<file path="src/rtl/chscan_pkg.sv">
// chscan_pkg: shared types and constants for the round-robin channel scan arbiter.
package chscan_pkg;

    localparam int N_CH  = 4;
    localparam int CH_W  = 2;
    localparam int CNT_W = 8;

    typedef enum logic [1:0] {
        ST_IDLE    = 2'd0,
        ST_GRANT   = 2'd1,
        ST_RELEASE = 2'd2
    } state_t;

    // One-hot decode of a channel index into a grant vector.
    function automatic logic [N_CH-1:0] onehot(input logic [CH_W-1:0] ch);
        logic [N_CH-1:0] one;
        one = {{(N_CH-1){1'b0}}, 1'b1};
        return one << ch;
    endfunction

endpackage

</file>
<file path="src/rtl/chscan_rr_pick.sv">
// chscan_rr_pick: combinational rotate-priority pick. The search starts at
// i_last+1 and wraps, so the most recently served channel has lowest priority.
module chscan_rr_pick
    import chscan_pkg::*;
(
    input  logic [N_CH-1:0] i_req,
    input  logic [CH_W-1:0] i_last,
    output logic [CH_W-1:0] o_winner,
    output logic            o_any
);

    logic [CH_W-1:0] w_idx;
    logic [CH_W-1:0] w_win;

    // Walk from lowest to highest priority so the highest-priority requester overwrites.
    always_comb begin
        w_idx = {CH_W{1'b0}};
        w_win = {CH_W{1'b0}};
        for (int k = N_CH; k >= 1; k--) begin
            w_idx = i_last + CH_W'(k);
            if (i_req[w_idx]) begin
                w_win = w_idx;
            end else begin
                w_win = w_win;
            end
        end
    end

    assign o_winner = w_win;
    assign o_any    = |i_req;

endmodule

</file>
<file path="src/rtl/chscan_arbiter.sv">
// chscan_arbiter: request-driven round-robin scan controller for the 4:1
// capture mux. Each grant is held for DWELL cycles, then the selected channel
// bit is captured into a registered sample with a one-cycle valid pulse.
// Optional feature macro: CHSCAN_GRANT_CNT_EN adds o_grant_cnt, four 8-bit
// saturating per-channel completion counters.
module chscan_arbiter
    import chscan_pkg::*;
#(
    parameter int unsigned DWELL = 8
)
(
    input  logic                   i_clk,
    input  logic                   i_rst,
    input  logic [N_CH-1:0]        i_req,
    input  logic [N_CH-1:0]        i_ch_data,
    output logic [CH_W-1:0]        o_sel,
    output logic [N_CH-1:0]        o_grant,
    output logic                   o_busy,
    output logic                   o_sample_valid,
    output logic                   o_sample_data,
    output logic [CH_W-1:0]        o_sample_ch
`ifdef CHSCAN_GRANT_CNT_EN
    ,
    output logic [N_CH*CNT_W-1:0]  o_grant_cnt
`endif
);

    localparam logic [CNT_W-1:0] DWELL_LAST = CNT_W'(DWELL - 1);

    state_t            r_state;
    logic [CH_W-1:0]   r_sel;
    logic [N_CH-1:0]   r_grant;
    logic [CH_W-1:0]   r_last;
    logic [CNT_W-1:0]  r_dwell_cnt;
    logic              r_busy;
    logic              r_sample_valid;
    logic              r_sample_data;
    logic [CH_W-1:0]   r_sample_ch;

    state_t            w_state_nxt;
    logic [CH_W-1:0]   w_sel_nxt;
    logic [N_CH-1:0]   w_grant_nxt;
    logic [CH_W-1:0]   w_last_nxt;
    logic [CNT_W-1:0]  w_dwell_cnt_nxt;
    logic              w_sample_valid_nxt;
    logic              w_sample_data_nxt;
    logic [CH_W-1:0]   w_sample_ch_nxt;
    logic              w_complete;

    logic [CH_W-1:0]   w_winner;
    logic              w_any;

    chscan_rr_pick u_pick (
        .i_req    (i_req),
        .i_last   (r_last),
        .o_winner (w_winner),
        .o_any    (w_any)
    );

    // Next-state and next-output decode; abort is checked before completion.
    always_comb begin
        w_state_nxt        = r_state;
        w_sel_nxt          = r_sel;
        w_grant_nxt        = r_grant;
        w_last_nxt         = r_last;
        w_dwell_cnt_nxt    = r_dwell_cnt;
        w_sample_valid_nxt = 1'b0;
        w_sample_data_nxt  = r_sample_data;
        w_sample_ch_nxt    = r_sample_ch;
        w_complete         = 1'b0;
        case (r_state)
            ST_IDLE: begin
                if (w_any) begin
                    w_sel_nxt       = w_winner;
                    w_grant_nxt     = onehot(w_winner);
                    w_dwell_cnt_nxt = {CNT_W{1'b0}};
                    w_state_nxt     = ST_GRANT;
                end else begin
                    w_state_nxt     = ST_IDLE;
                end
            end
            ST_GRANT: begin
                if (!i_req[r_sel]) begin
                    w_grant_nxt = {N_CH{1'b0}};
                    w_last_nxt  = r_sel;
                    w_state_nxt = ST_RELEASE;
                end else if (r_dwell_cnt == DWELL_LAST) begin
                    w_complete         = 1'b1;
                    w_sample_data_nxt  = i_ch_data[r_sel];
                    w_sample_ch_nxt    = r_sel;
                    w_sample_valid_nxt = 1'b1;
                    w_grant_nxt        = {N_CH{1'b0}};
                    w_last_nxt         = r_sel;
                    w_state_nxt        = ST_RELEASE;
                end else begin
                    w_dwell_cnt_nxt    = r_dwell_cnt + CNT_W'(1);
                end
            end
            ST_RELEASE: begin
                w_state_nxt = ST_IDLE;
            end
            default: begin
                w_grant_nxt = {N_CH{1'b0}};
                w_state_nxt = ST_IDLE;
            end
        endcase
    end

    // State and output registers; last pointer resets to 3 so ch0 wins first.
    always_ff @(posedge i_clk) begin
        if (i_rst) begin
            r_state        <= ST_IDLE;
            r_sel          <= {CH_W{1'b0}};
            r_grant        <= {N_CH{1'b0}};
            r_last         <= {CH_W{1'b1}};
            r_dwell_cnt    <= {CNT_W{1'b0}};
            r_busy         <= 1'b0;
            r_sample_valid <= 1'b0;
            r_sample_data  <= 1'b0;
            r_sample_ch    <= {CH_W{1'b0}};
        end else begin
            r_state        <= w_state_nxt;
            r_sel          <= w_sel_nxt;
            r_grant        <= w_grant_nxt;
            r_last         <= w_last_nxt;
            r_dwell_cnt    <= w_dwell_cnt_nxt;
            r_busy         <= (w_state_nxt != ST_IDLE);
            r_sample_valid <= w_sample_valid_nxt;
            r_sample_data  <= w_sample_data_nxt;
            r_sample_ch    <= w_sample_ch_nxt;
        end
    end

    assign o_sel          = r_sel;
    assign o_grant        = r_grant;
    assign o_busy         = r_busy;
    assign o_sample_valid = r_sample_valid;
    assign o_sample_data  = r_sample_data;
    assign o_sample_ch    = r_sample_ch;

`ifdef CHSCAN_GRANT_CNT_EN
    logic [CNT_W-1:0] r_grant_cnt [N_CH];

    // Per-channel completion counters, saturating at all-ones; aborts never count.
    always_ff @(posedge i_clk) begin
        if (i_rst) begin
            for (int i = 0; i < N_CH; i++) begin
                r_grant_cnt[i] <= {CNT_W{1'b0}};
            end
        end else if (w_complete && (r_grant_cnt[r_sel] != {CNT_W{1'b1}})) begin
            r_grant_cnt[r_sel] <= r_grant_cnt[r_sel] + CNT_W'(1);
        end
    end

    for (genvar g = 0; g < N_CH; g++) begin : g_cnt_out
        assign o_grant_cnt[g*CNT_W +: CNT_W] = r_grant_cnt[g];
    end
`endif

endmodule

</file>
<file path="config.mk">
export PLATFORM = sky130hd
export DESIGN_NAME = chscan_arbiter
export DESIGN_NICKNAME = d
export VERILOG_FILES = /design/src/rtl/chscan_pkg.sv /design/src/rtl/chscan_rr_pick.sv /design/src/rtl/chscan_arbiter.sv
export SDC_FILE = /design/constraint.sdc
export NUM_CORES = 1
export LEC_CHECK = 0
export CORE_UTILIZATION = 58
export CTS_BUF_LIST = sky130_fd_sc_hd__clkbuf_4
export CTS_CLUSTER_SIZE = 10
export DETAILED_ROUTE_END_ITERATION = 8
export GPL_TIMING_DRIVEN = 0
export MAX_ROUTING_LAYER = met4
export PLACE_DENSITY = 0.87
export SLEW_MARGIN = 20
export SYNTH_ARGS = -nofsm -noshare
export SYNTH_HDL_FRONTEND = slang
export SYNTH_HIERARCHICAL = 1
export SYNTH_SLANG_ARGS = --single-unit
</file>
<file path="constraint.sdc">
create_clock -name i_clk -period 2.6 [get_ports i_clk]
set_input_delay 0.39 -clock i_clk [delete_from_list [all_inputs] [get_ports i_clk]]
set_output_delay 0.39 -clock i_clk [all_outputs]
set_load 0.005 [all_outputs]
</file>
==> results of run 1 <==
-- worst max-delay path, delay by kind of cell --
family	cells	cell delay, ps
buffers and inverters	2	830
and+or+nand+nor	1	120
muxes	1	340
AOI/OAI and AO/OA	2	650
-- stage by stage --
step	cell area [um^2]	worst slack (ps)	utilization (%)	power (mW)	hold WS (ps)
finish	1500	507	75.5	0.751	484
global route	1500	428	75.5	0.788	520
CTS	1500	514	75.5	0.751	488
detailed placement	1470	210	74.0	0.584	467
global placement	1470	260	74.0	0.578	466
floorplan	1230	856	-	0.515	470
-- final timing paths --
| check | startpoint | to | slack [ps] | cells past startpoint |
|---|---|---|---|---|
| worst max register to register | o_sel[1] | r_dwell_cnt[7] | 530 | 5 |
| worst min register to register | o_grant[3] | o_grant[3] | 480 | 2 |
| worst max-delay path | i_req[1] | r_dwell_cnt[7] | 510 | 6 |
| worst min-delay path | o_grant[3] | o_grant[3] | 480 | 2 |
-- flip-flops by register name, summed over array words and instances (netlist names) --
signal,flops
o_busy,1
o_grant,4
o_sample_ch,2
o_sample_data,1
o_sample_valid,1
o_sel,2
r_dwell_cnt,8
r_last,2
r_state,2
-- logic make-up (layout without fill, tap and decap cells) --
logic type	after synthesis	after routing	share of synthesized area (%)
multiplexers	7	7	6.90
AND/OR/NAND/NOR	56	56	25.8
adder cells (fa/ha/maj)	1	1	1.02
AO/OA/AOI/OAI	40	40	22.5
buffers and inverters	17	41	6.40
flip-flops	23	23	37.4
-- per-layer routing --
| metal | vias to the layer above | GRT usage [%] |
|---|---|---|
| li1 | 577 | - |
| met1 | 544 | 34.1 |
| met2 | 34 | 45.4 |
| met3 | 6 | 4.07 |
| met4 | 0 | 8.89 |
| met5 | - | - |
-- synthesized netlist by cell type (2+ instances only) --
master	number	share of area, %
a21oi_1	13	5.3
a21oi_2	2	1.4
a31oi_1	4	2.0
buf_2	3	1.2
clkbuf_1	4	1.2
dfxtp_1	23	37
inv_1	8	2.4
mux2_2	2	1.8
mux2i_1	4	3.2
nand2_1	9	2.7
nand2b_1	4	2.0
nand3_1	10	4.1
nand3b_1	2	1.2
nor2_1	8	2.4
nor2b_1	3	1.5
nor3_1	2	0.81
nor3b_1	3	1.8
o211ai_1	4	2.4
o21ai_0	4	1.6
o32ai_1	4	2.8
or3_1	3	1.5
or4_1	4	2.4
-- power by group through the flow --
stage                     logic [mW]  clock network, mW  registers, mW
after CTS                      0.185              0.174          0.392
after floorplan                0.117                  0          0.398
after detailed placement       0.184                  0          0.400
final                          0.186              0.173          0.392
after global placement         0.179                  0          0.399
after global routing           0.203              0.189          0.397
-- final cells by class --
| class | instances | area, um^2 | area share, % |
|---|---|---|---|
| Clock buffer | 4 | 30.0 | 2.01 |
| Inverter | 8 | 30.0 | 2.01 |
| Buffer | 9 | 48.8 | 3.26 |
| Multi-Input combinational cell | 104 | 693 | 46.3 |
| Timing Repair Buffer | 20 | 200 | 13.4 |
| Sequential cell | 23 | 460 | 30.8 |
| Tap cell | 27 | 33.8 | 2.26 |
-- layout by cell type, fill, tap and decap left out, drive strengths merged, types with 4 or more instances in the layout --
cell	Yosys	routed
a21oi	16	16
inv	8	8
clkbuf	4	8
a31oi	4	4
nand3	10	10
or4	5	5
mux2i	4	4
nand2	9	9
o21ai	5	5
nand2b	4	4
nor2	8	8
o32ai	4	4
dfxtp	23	23
clkdlybuf4s50	0	20
buf	5	5
o211ai	4	4
==> flow_results.org, run 1 <==
** Routing
- The detail route stage leaves a number of antenna-violating nets equal to 0.
- Remaining DRCs :: 0
- Total wire length :: 2.82 mm
- Number of iterations in the first detailed-routing pass :: 4
- Routed length on met3 :: 132 um
- Number of vias in the routed layout :: 1161
- Dividing the detail-routed wire length by the instance count gives 14.4 um.
- Wire length the detailed router placed on met1 :: 1.27 mm
- Total met2 wirelength after detailed routing :: 1.40 mm
- Using the TritonRoute via totals, the vias-per-cell ratio works out to 5.95.
- Uppermost layer routed :: met4
- Number of design-rule violations left by the first detailed-router iteration :: 37

** Worst setup path
- In this design, the stage delay of the slowest critical-path cell is 510 ps.
- Max stage delay cell, worst path :: clkdlybuf4s50_1
- At the worst endpoint, the required time is 2830 ps.
- The worst setup path is launched from a primary input.
- Critical Path AT :: 2320 ps
- Critical path, cell by cell :: clkdlybuf4s50_1, mux2_2, a22oi_1, buf_2, nand3_1, a31oi_1
- The critical path in this run is classified as in2reg.
- CP endpoint kind :: register
- Of all nets on the critical path, the largest fanout is 10.

** Timing
- Number of max-slew violations in the final report :: 0
- Endpoints failing setup :: 0
- Total Neg Setup Slack :: 0 ps
- Across the routed clock network, the largest skew measured is 2.01 ps.
- For the pin with the worst max-slew slack, the measured transition is 648 ps.
- Final min period :: 2090 ps
- Measured against its own limit, the worst slew margin works out to 56.7%.
- Setup repair after global routing left no endpoint under its margin.
- Dividing the final minimum period by the clock period gives 80.5%.
- For this run, the top clock speed supported by timing is 0.478 GHz.
- Total count of hold-check failures in the final report :: 0

** Synth
- Sequential cells were found to cover 37.4% of the synthesized design area.
- The number of different library cells used by synthesis comes to 43.
- Net count after synthesis :: 155
- Avg Synthesized Cell Area :: 8.56 um^2
- The Yosys step of the flow raised 6 warnings.
- In this run, synthesis inferred 0 flip-flops with an integrated enable.
- Synthesis produced 144 cells.
- In the synthesized netlist the async set-or-reset flop fraction comes to 0%.
- Number of flip-flops and latches in the synthesized netlist :: 23
- For this run, the leading register cell type out of synthesis is dfxtp_1.
- The cell area that synthesis handed to floorplanning was 1230 um^2.

** Floorplanning
- The floorplan step defined a die boundary enclosing 2310 um^2.
- In this run the standard cell core region covers 1980 um^2.
- Boundary pin count :: 21
- Overall die width :: 48.1 um
- The floorplan step set the die height to 48.1 um.
- Once the floorplan was initialized, standard cells occupied 62.2% of the core.
- In this run the core area contains 16 standard-cell rows.

** Global route
- In the global route stage, overall resource usage came out at 27.4%.
- The first global-routing pass estimated 4.30 mm of wire.
- Antenna violations before repair :: 0
- Via count of the first global-routing pass :: 1011
- Entering global routing, the biggest net connects 13 pins.
- After global routing the overflow that remains totals 0.

** Cells and area
- Number of inserted diodes :: 0
- Relative to the synthesized area, the layout overhead comes to 21.4%.
- Fraction of layout instances using a drive strength above 1 :: 11.9%
- Number of filler instances in the final layout :: 153
- Number of non-filler instances in the completed layout :: 195
- After the last flow step, the layout net total stands at 180.

** Power
- Per report_power, the combinational group accounts for 24.8% of the total.
- Share of power burned in the clock network :: 23.0%
- Internal power comes to 0.531 mW.
- Static leakage :: 0.520 nW
- Switch share :: 29.3%
- Flop pwr share :: 52.2%
- Highest ir drop seen on vdd :: 0.000338 V
- Dividing total power by cell area gives a power density of 502 nW/um^2.
- Switching power total :: 0.220 mW

** Clock tree
- Count of clock tree sinks :: 23
- CTS Buf Count :: 3
- Clock transition at path regs :: 120 ps
- CTS built an H-tree with a depth of 1.
- Setup fix buffers added after clock tree synthesis :: 0
- The later pin in the worst-skew pair is clocked with a latency of 300 ps.
- Once the clock tree was built, the resizer swapped 0 gates to a different size.
- Maximum clock path buffer count :: 2
- CTS placed an instance of clkbuf_4 at the clock tree root.
- Post-CTS Hold Buffers :: 0
- TritonCTS built the clock tree.

** Place
- The congestion estimate from routability-driven global placement came to 0.906.
- After legalization and detailed placement, the total HPWL measured 2.09 mm.
- Placed instance count :: 191
- Port Buffer Count :: 20

** Min path
- The path class of the tightest hold or removal check is reg2reg.

** Run status
- The run finished with clean final reports.

** Job
- Across the run, the number of max-cap violations was 0.
Note: power is estimated with default switching activity, not from simulation.
==> run 2: changes to the inputs <==
--- a/config.mk
+++ b/config.mk
@@ -5,13 +5,13 @@
 export SDC_FILE = /design/constraint.sdc
 export NUM_CORES = 1
 export LEC_CHECK = 0
-export CORE_UTILIZATION = 58
+export CORE_UTILIZATION = 54
 export CTS_BUF_LIST = sky130_fd_sc_hd__clkbuf_4
 export CTS_CLUSTER_SIZE = 10
 export DETAILED_ROUTE_END_ITERATION = 8
 export GPL_TIMING_DRIVEN = 0
 export MAX_ROUTING_LAYER = met4
-export PLACE_DENSITY = 0.87
+export PLACE_DENSITY = 0.82
 export SLEW_MARGIN = 20
 export SYNTH_ARGS = -nofsm -noshare
 export SYNTH_HDL_FRONTEND = slang
==> constraint.sdc (replaced) <==
create_clock -name i_clk -period 2.1 [get_ports i_clk]
set_input_delay 0.315 -clock i_clk [delete_from_list [all_inputs] [get_ports i_clk]]
set_output_delay 0.315 -clock i_clk [all_outputs]
set_load 0.005 [all_outputs]
==> run 2 against run 1 <==
  * Hold slack gained 3.7 ps
  * Largest cell class unchanged
  * Count of clock-buffer cells in the layout down 1
  * Critical path type unchanged
  * Global-route usage shrank 0.078 points
==> flow_results.org, run 2 (synthesized netlist as in run 1, its figures left out) <==
** Routing
- The number of detailed-route iterations in the first pass was 4 (unchanged).
- The count of nets left with antenna violations after detail routing came to 0 (unchanged).
- Total wire length :: 3.13 mm (+11%)
- Number of vias in the routed layout :: 1207 (+4.0%)
- The via-per-instance ratio is 6.19 (+4.0%).
- Remaining DRCs :: 0 (unchanged)
- The starting DRC count in detailed routing came to 55 (+49%).
- WL/cell :: 16.1 um (+11%)

** Worst setup path
- The data required time at the worst endpoint was 2310 ps (-520 ps).
- Start point of the critical path :: i_req[3]
- The largest fanout on the critical path is 10 (unchanged).
- Crit Path Class :: in2reg
- The data arrival time of the critical path came to 2160 ps (-160 ps).
- CP endpoint kind :: register
- Element type at the critical path start :: primary input
- Startpoint of the worst-slack reg-to-reg timing path :: r_dwell_cnt[3]

** Place
- RD Place Congestion :: 0.862 (-4.8%)
- The cell area after placement is 1470 um^2 (unchanged).
- Port Buffer Count :: 20 (unchanged)
- DP HPWL :: 2.10 mm (+0.16%)

** Cells and area
- More flip-flops sit in one register than any other, and that register is r_dwell_cnt.
- Leaving out fill and tap cells, the most frequent cell in the layout is dfxtp_1.
- The net count of the finished layout came to 180 (unchanged).
- The fraction of layout instances using a drive strength above 1 was 12.5% (+0.60 points).
- The flip-flop count of the largest register after layout came to 8 (unchanged).
- The number of diodes was 0 (unchanged).
- The utilization after layout is 72.8% (-2.7 points).
- Non-Filler Cell Area, Final :: 1500 um^2 (+0.33%)
- The area growth from synthesis to layout is 21.8%.
- Top library cells by usage in the layout, fill and taps aside :: dfxtp_1 (23), clkdlybuf4s50_1 (20), a21oi_1 (13)

** Floorplanning
- The floorplan core area came to 2060 um^2 (+4.0%).
- The overall die width is 49.8 um (+3.5%).
- The initial standard-cell utilization of the core came to 59.8% (-2.4 points).
- Total die area :: 2480 um^2 (+7.1%)
- Number of rows created at floorplan :: 16 (unchanged)
- The die outline height is 49.8 um (+3.5%).
- Boundary pin count :: 21 (unchanged)

** Power
- Switching power total :: 0.296 mW (+35%)
- The power density over the cells was 626 nW/um^2 (+25%).
- The share of total power in the clock network is 22.9% (about the same).
- The proportion of power drawn by flip-flops and latches came to 51.9% (-0.3 points).
- Total internal power :: 0.643 mW (+21%)
- Highest ir drop seen on vdd :: 0.000412 V (+22%)
- Static leakage :: 0.519 nW (about the same)
- Switch share :: 31.5% (+2.3 points)
- The combinational cell fraction of total power is 25.1% (+0.3 points).

** Min path
- In this run the worst hold path is classified as reg2reg.
- Worst Hold Launch :: o_grant[2]

** Clock tree
- Clock transition at path regs :: 130 ps (about the same)
- Clock tree from TritonCTS :: built
- The number of buffers added to fix hold violations after cts is 0 (unchanged).
- Clk Latency, worst-skew pair :: 320 ps (+20 ps)
- Clock root buffer master :: clkbuf_4
- Count of clock tree sinks :: 23 (unchanged)
- The maximum level of the CTS H-tree came to 1 (unchanged).
- The maximum root-to-sink buffer count is 2 (unchanged).
- The number of buffers added by the clock tree synthesis step is 3 (unchanged).

** Global route
- Remaining global-route overflow :: 0 (unchanged)
- The via count of the first global-routing pass was 1115 (+10%).
- The global-route usage over all layers came to 27.3% (-0.078 points).
- Largest net degree at the start of global routing :: 14 (+1)
- Antenna violations before repair :: 0 (unchanged)
- The first-pass GRT wire length is 4.95 mm (+15%).

** Timing
- Pin slew with the least headroom to its limit :: 697 ps (+48.9 ps)
- Worst Clk Skew :: 3.19 ps (+1.18 ps)
- Total count of hold-check failures in the final report :: 0 (unchanged)
- Endpoints failing setup :: 0 (unchanged)
- Worst max-slew margin expressed relative to the limit :: 53.4% (-3.3 points)
- The max-slew violation total from the final report came to 0 (unchanged).
- Setup repair after global routing missed its margin :: no
- After layout, the worst path uses 92.8% of the clock period.
- For this run, the top clock speed supported by timing is 0.513 GHz.
- Counting I/O delays and the setup requirement, the final critical path takes 1950 ps.

** Run status
- The run finished with clean final reports.

** Job
- Max_cap viols :: 0 (unchanged)
==> run 2: cell types whose count changed in the layout (fill, tap and decap cells not counted) <==
cell / delta
a22oi_1: -1
a22oi_2: +1
buf_2: -1
buf_4: +1
clkbuf_4: -1
clkinv_2: +1
==> run 2: what timing repair did <==
item / in CTS / in global routing
setup buffers: 0 / 0
endpoints found under the setup margin: 0 / 10
gates resized for setup: 0 / 3
==> run 2: critical path: stages <==
cell             delay [ps]
clkdlybuf4s50_1         550
nor2_1                   80
nand2_1                 100
or3b_2                  450
clkbuf_1                250
and2_2                  260
o31ai_1                  60
a21oi_1                  90
==> run 2: final cells by class <==
type / instances / area, um^2
multi-input cells: 104 / 698
well taps: 27 / 33.8
flip-flops and latches: 23 / 460
repair buffers: 20 / 200
clock inverters: 1 / 5.00
inverters: 8 / 30.0
fillers: 169 / 561
plain buffers: 9 / 51.3
clock buffers: 3 / 22.5
==> run 2: stage by stage <==
step / total power [mW] / hold slack (ps) / setup slack, ps / TNS [ps] / std cells
after floorplan: 0.637 / 470 / 356 / 0 / 144
after global placement: 0.715 / 465 / -161 / -1030 / 191
after detailed placement: 0.724 / 472 / -183 / -1500 / 191
after CTS: 0.937 / 491 / 36.8 / 0 / 195
after global routing: 0.984 / 510 / 32.6 / 0 / 195
final: 0.939 / 488 / 150 / 0 / 195
==> run 2: final timing paths <==
path                          to  cells after the start  slack, ps
setup / recovery  r_dwell_cnt[3]                      8        150
setup reg to reg       r_last[1]                      5        170
hold / removal        o_grant[2]                      2        490
hold reg to reg       o_grant[2]                      2        490
==> run 2: power by group through the flow <==
stage	Sequential (mW)	Combinational (mW)	Clock [mW]
3_3_place_gp	0.494	0.221	0
4_1_cts	0.488	0.229	0.220
3_5_place_dp	0.497	0.226	0
2_1_floorplan	0.493	0.144	0
6_report	0.488	0.236	0.216
5_1_grt	0.492	0.253	0.239
==> run 2: layer usage <==
| metal | wire length (um) | vias to the layer above | GRT usage (%) |
|---|---|---|---|
| met5 | 0 | - | - |
| li1 | - | 579 | - |
| met2 | 1570 | 48 | 43.7 |
| met1 | 1320 | 574 | 34.0 |
| met4 | 59 | 0 | 12.9 |
| met3 | 183 | 6 | 3.40 |
==> run 3: changes to the inputs <==
--- a/config.mk
+++ b/config.mk
@@ -5,10 +5,12 @@
 export SDC_FILE = /design/constraint.sdc
 export NUM_CORES = 1
 export LEC_CHECK = 0
+export CORE_MARGIN = 2
 export CORE_UTILIZATION = 54
 export CTS_BUF_LIST = sky130_fd_sc_hd__clkbuf_4
 export CTS_CLUSTER_SIZE = 10
 export DETAILED_ROUTE_END_ITERATION = 8
+export GPL_ROUTABILITY_DRIVEN = 0
 export GPL_TIMING_DRIVEN = 0
 export MAX_ROUTING_LAYER = met4
 export PLACE_DENSITY = 0.82
==> run 3 against run 2 <==
  * Cell area is 0.33% lower
  * Wire length is 8.8% lower
  * Core utilization is 4.5 points lower
  * Global-route usage is 2.4 points lower
  * Cell count stayed put
  * Die area is 8.2% higher
  * Total power is 1.9% lower
  * Critical path type unchanged
  * Highest routed layer unchanged
==> flow_results.org, run 3 (synthesized netlist as in run 1, its figures left out) <==
** Cells and area
- Synthesis-to-layout area growth :: 21.4%
- The net count of the finished layout came to 179 (-0.56%).
- Fraction of layout instances using a drive strength above 1 :: 12.6% (+0.075 points)
- In the layout the commonest cells are dfxtp_1 (23), clkdlybuf4s50_1 (20), a21oi_1 (13).
- The flip-flop count of the largest register after layout is 8 (unchanged).
- Number of filler instances in the final layout :: 193 (+14%)
- Number of inserted diodes :: 0 (unchanged)
- Most frequent standard cell in the layout excluding fill and tap cells :: dfxtp_1
- The utilization after layout was 68.3% (-4.5 points).
- Non-Filler Cell Area, Final :: 1500 um^2 (-0.33%)
- Ranked by flip-flop count, first place goes to r_dwell_cnt.

** Floorplanning
- The die outline height came to 51.8 um (+4.0%).
- Initial cell density of the core :: 56.3% (-3.5 points)
- The area of the die was 2680 um^2 (+8.2%).
- Core region area :: 2190 um^2 (+6.2%)
- Boundary pin count :: 21 (unchanged)
- Number of rows created at floorplan :: 17 (+1)
- Overall die width :: 51.8 um (+4.0%)

** Routing
- The total wire length after detailed routing is 2.85 mm (-8.8%).
- Vias per cell :: 6.23 (+0.58%)
- Number of vias in the routed layout :: 1214 (+0.58%)
- WL/cell :: 14.6 um (-8.8%)
- The count of nets left with antenna violations after detail routing is 0 (unchanged).
- Remaining DRCs :: 0 (unchanged)
- The starting DRC count in detailed routing came to 40 (-27%).
- Number of iterations in the first detailed-routing pass :: 4 (unchanged)

** Global route
- GRT Overall Usage :: 24.9% (-2.4 points)
- Via count of the first global-routing pass :: 1154 (+3.5%)
- The first-pass GRT wire length is 4.92 mm (-0.57%).
- The maximum number of pins on one net before global-route repair came to 14 (unchanged).
- Antenna violations before repair :: 0 (unchanged)
- The total congestion overflow is 0 (unchanged).

** Timing
- The total setup violations reported at the end of the flow is 0 (unchanged).
- Final min period :: 1950 ps (-2.15 ps)
- Number of max-slew violations in the final report :: 0 (unchanged)
- The maximum frequency from static timing analysis came to 0.514 GHz (+0.11%).
- Worst max-slew margin expressed relative to the limit :: 53.4% (-0.070 points)
- Pin slew with the least headroom to its limit :: 698 ps (+1.05 ps)
- Total count of hold-check failures in the final report :: 0 (unchanged)
- The accumulated negative setup slack is 0 ps (unchanged).
- Final worst-path cycle share :: 92.7% (-0.10 points)
- The final setup skew is 3.37 ps (+0.178 ps).
- Setup repair after global routing left no endpoint under its margin.

** Worst setup path
- CP endpoint kind :: register
- The critical path is of the in2reg type.
- The data arrival time of the critical path is 2170 ps (about the same).
- In this run the critical register-to-register path is launched from r_dwell_cnt[3].
- The data required time at the worst endpoint was 2320 ps (about the same).
- The reg2reg setup slack was 190 ps (+20 ps).
- In this run the critical register-to-register path is captured at r_last[1].
- Largest fanout on the critical path :: 11 (+1)
- The worst setup path is launched from a primary input.
- Number of cells on the worst reg-to-reg path :: 5 (unchanged)

** Place
- The quantity of I/O buffers inserted on ports was 20 (unchanged).
- The cell area after placement was 1470 um^2 (about the same).
- DP HPWL :: 2.16 mm (+2.9%)

** Power
- The proportion of power drawn by flip-flops and latches came to 52.9% (+1.0 points).
- The combinational cell fraction of total power was 25.0% (about the same).
- The net switching fraction of the power is 30.3% (-1.2 points).
- The leakage power total was 0.518 nW (-0.20%).
- The peak supply drop was 0.000408 V (-1.0%).
- Post-route total power :: 0.921 mW (-1.9%)
- The power density over the cells came to 616 nW/um^2 (-1.6%).
- Share of power burned in the clock network :: 22.1% (-0.8 points)
- Switching power total :: 0.280 mW (-5.7%)
- Total internal power :: 0.642 mW (-0.21%)

** Clock tree
- The number of buffers added to fix hold violations after cts is 0 (unchanged).
- Clock tree synthesis selected as its root buffer the cell clkbuf_4.
- TritonCTS built the clock tree.
- The maximum level of the CTS H-tree came to 1 (unchanged).
- Clk Latency, worst-skew pair :: 310 ps (about the same)
- The maximum root-to-sink buffer count is 2 (unchanged).
- The number of buffers added by the clock tree synthesis step was 3 (unchanged).
- The clock input transition at the sequential cells of the worst setup and hold paths was 120 ps (about the same).
- The sink count of the clock tree came to 23 (unchanged).

** Run status
- The flow ran to the end, and the final reports show no timing, DRC or antenna violations.

** Min path
- Type of the worst min-delay path :: reg2reg
- Hold path depth :: 2 (unchanged)
- In this run the most critical hold path is launched from o_grant[0].
- The worst hold path terminates at o_grant[0].

** Job
- Max_cap viols :: 0 (unchanged)
## run 3: changes by cell type in the layout (fill, tap and decap cells not counted)
| cell | previous run | this run |
|---|---|---|
| clkbuf_1 | 4 | 3 |
| buf_2 | 2 | 3 |
| buf_4 | 2 | 1 |
## run 3: what timing repair did
| item | CTS | global route |
|---|---|---|
| resized for setup | 0 | 1 |
| buffers inserted | 0 | 0 |
| endpoints found under the setup margin | 0 | 7 |
## run 3: through the flow
stage	hold WS, ps	cells	worst slack (ps)
2_1_floorplan	470	144	356
3_3_place_gp	466	192	-158
3_5_place_dp	470	192	-234
4_1_cts	493	196	71.7
5_1_grt	504	195	26.0
6_report	487	195	153
## run 3: layout make-up
type / instances / area [um^2] / area share [%]
Clock buffer: 3 / 22.5 / 1.51
Timing Repair Buffer: 20 / 200 / 13.4
Multi-Input combinational cell: 104 / 698 / 46.7
Sequential cell: 23 / 460 / 30.8
Buffer: 8 / 45.0 / 3.01
Tap cell: 28 / 35.0 / 2.34
Inverter: 8 / 30.0 / 2.01
Clock inverter: 1 / 5.00 / 0.334
## run 3: worst max path at each step
| stage | start | to | slack, ps | cells past startpoint |
|---|---|---|---|---|
| 2_1_floorplan | r_dwell_cnt[3] | o_grant[0] | 360 | 5 |
| 3_3_place_gp | i_req[1] | r_dwell_cnt[3] | -160 | 8 |
| 3_5_place_dp | i_req[3] | r_dwell_cnt[3] | -230 | 8 |
| 4_1_cts | o_sel[1] | r_dwell_cnt[6] | 70 | 5 |
| 5_1_grt | r_dwell_cnt[3] | r_last[1] | 30 | 5 |
| 6_report | i_req[3] | o_grant[2] | 150 | 6 |
## run 3: metal layers
layer | track usage (%) | wire (um)
met2 | 42.7 | 1420
met1 | 30.9 | 1240
met3 | 3.45 | 150
met5 | - | 0
met4 | 6.58 | 50
## run 3: worst max-delay path: stages
cell and delay (ps):
clkdlybuf4s50_1 560, nor2_1 100, nand2_1 100, or3b_2 590, or3_1 370, o32ai_1 140
## run 3: power groups by stage
stage               clock (mW)  combinational, mW  sequential, mW
finish                   0.203              0.231           0.487
floorplan                    0              0.144           0.493
CTS                      0.208              0.230           0.487
global route             0.217              0.253           0.492
detailed placement           0              0.229           0.496
global placement             0              0.221           0.494
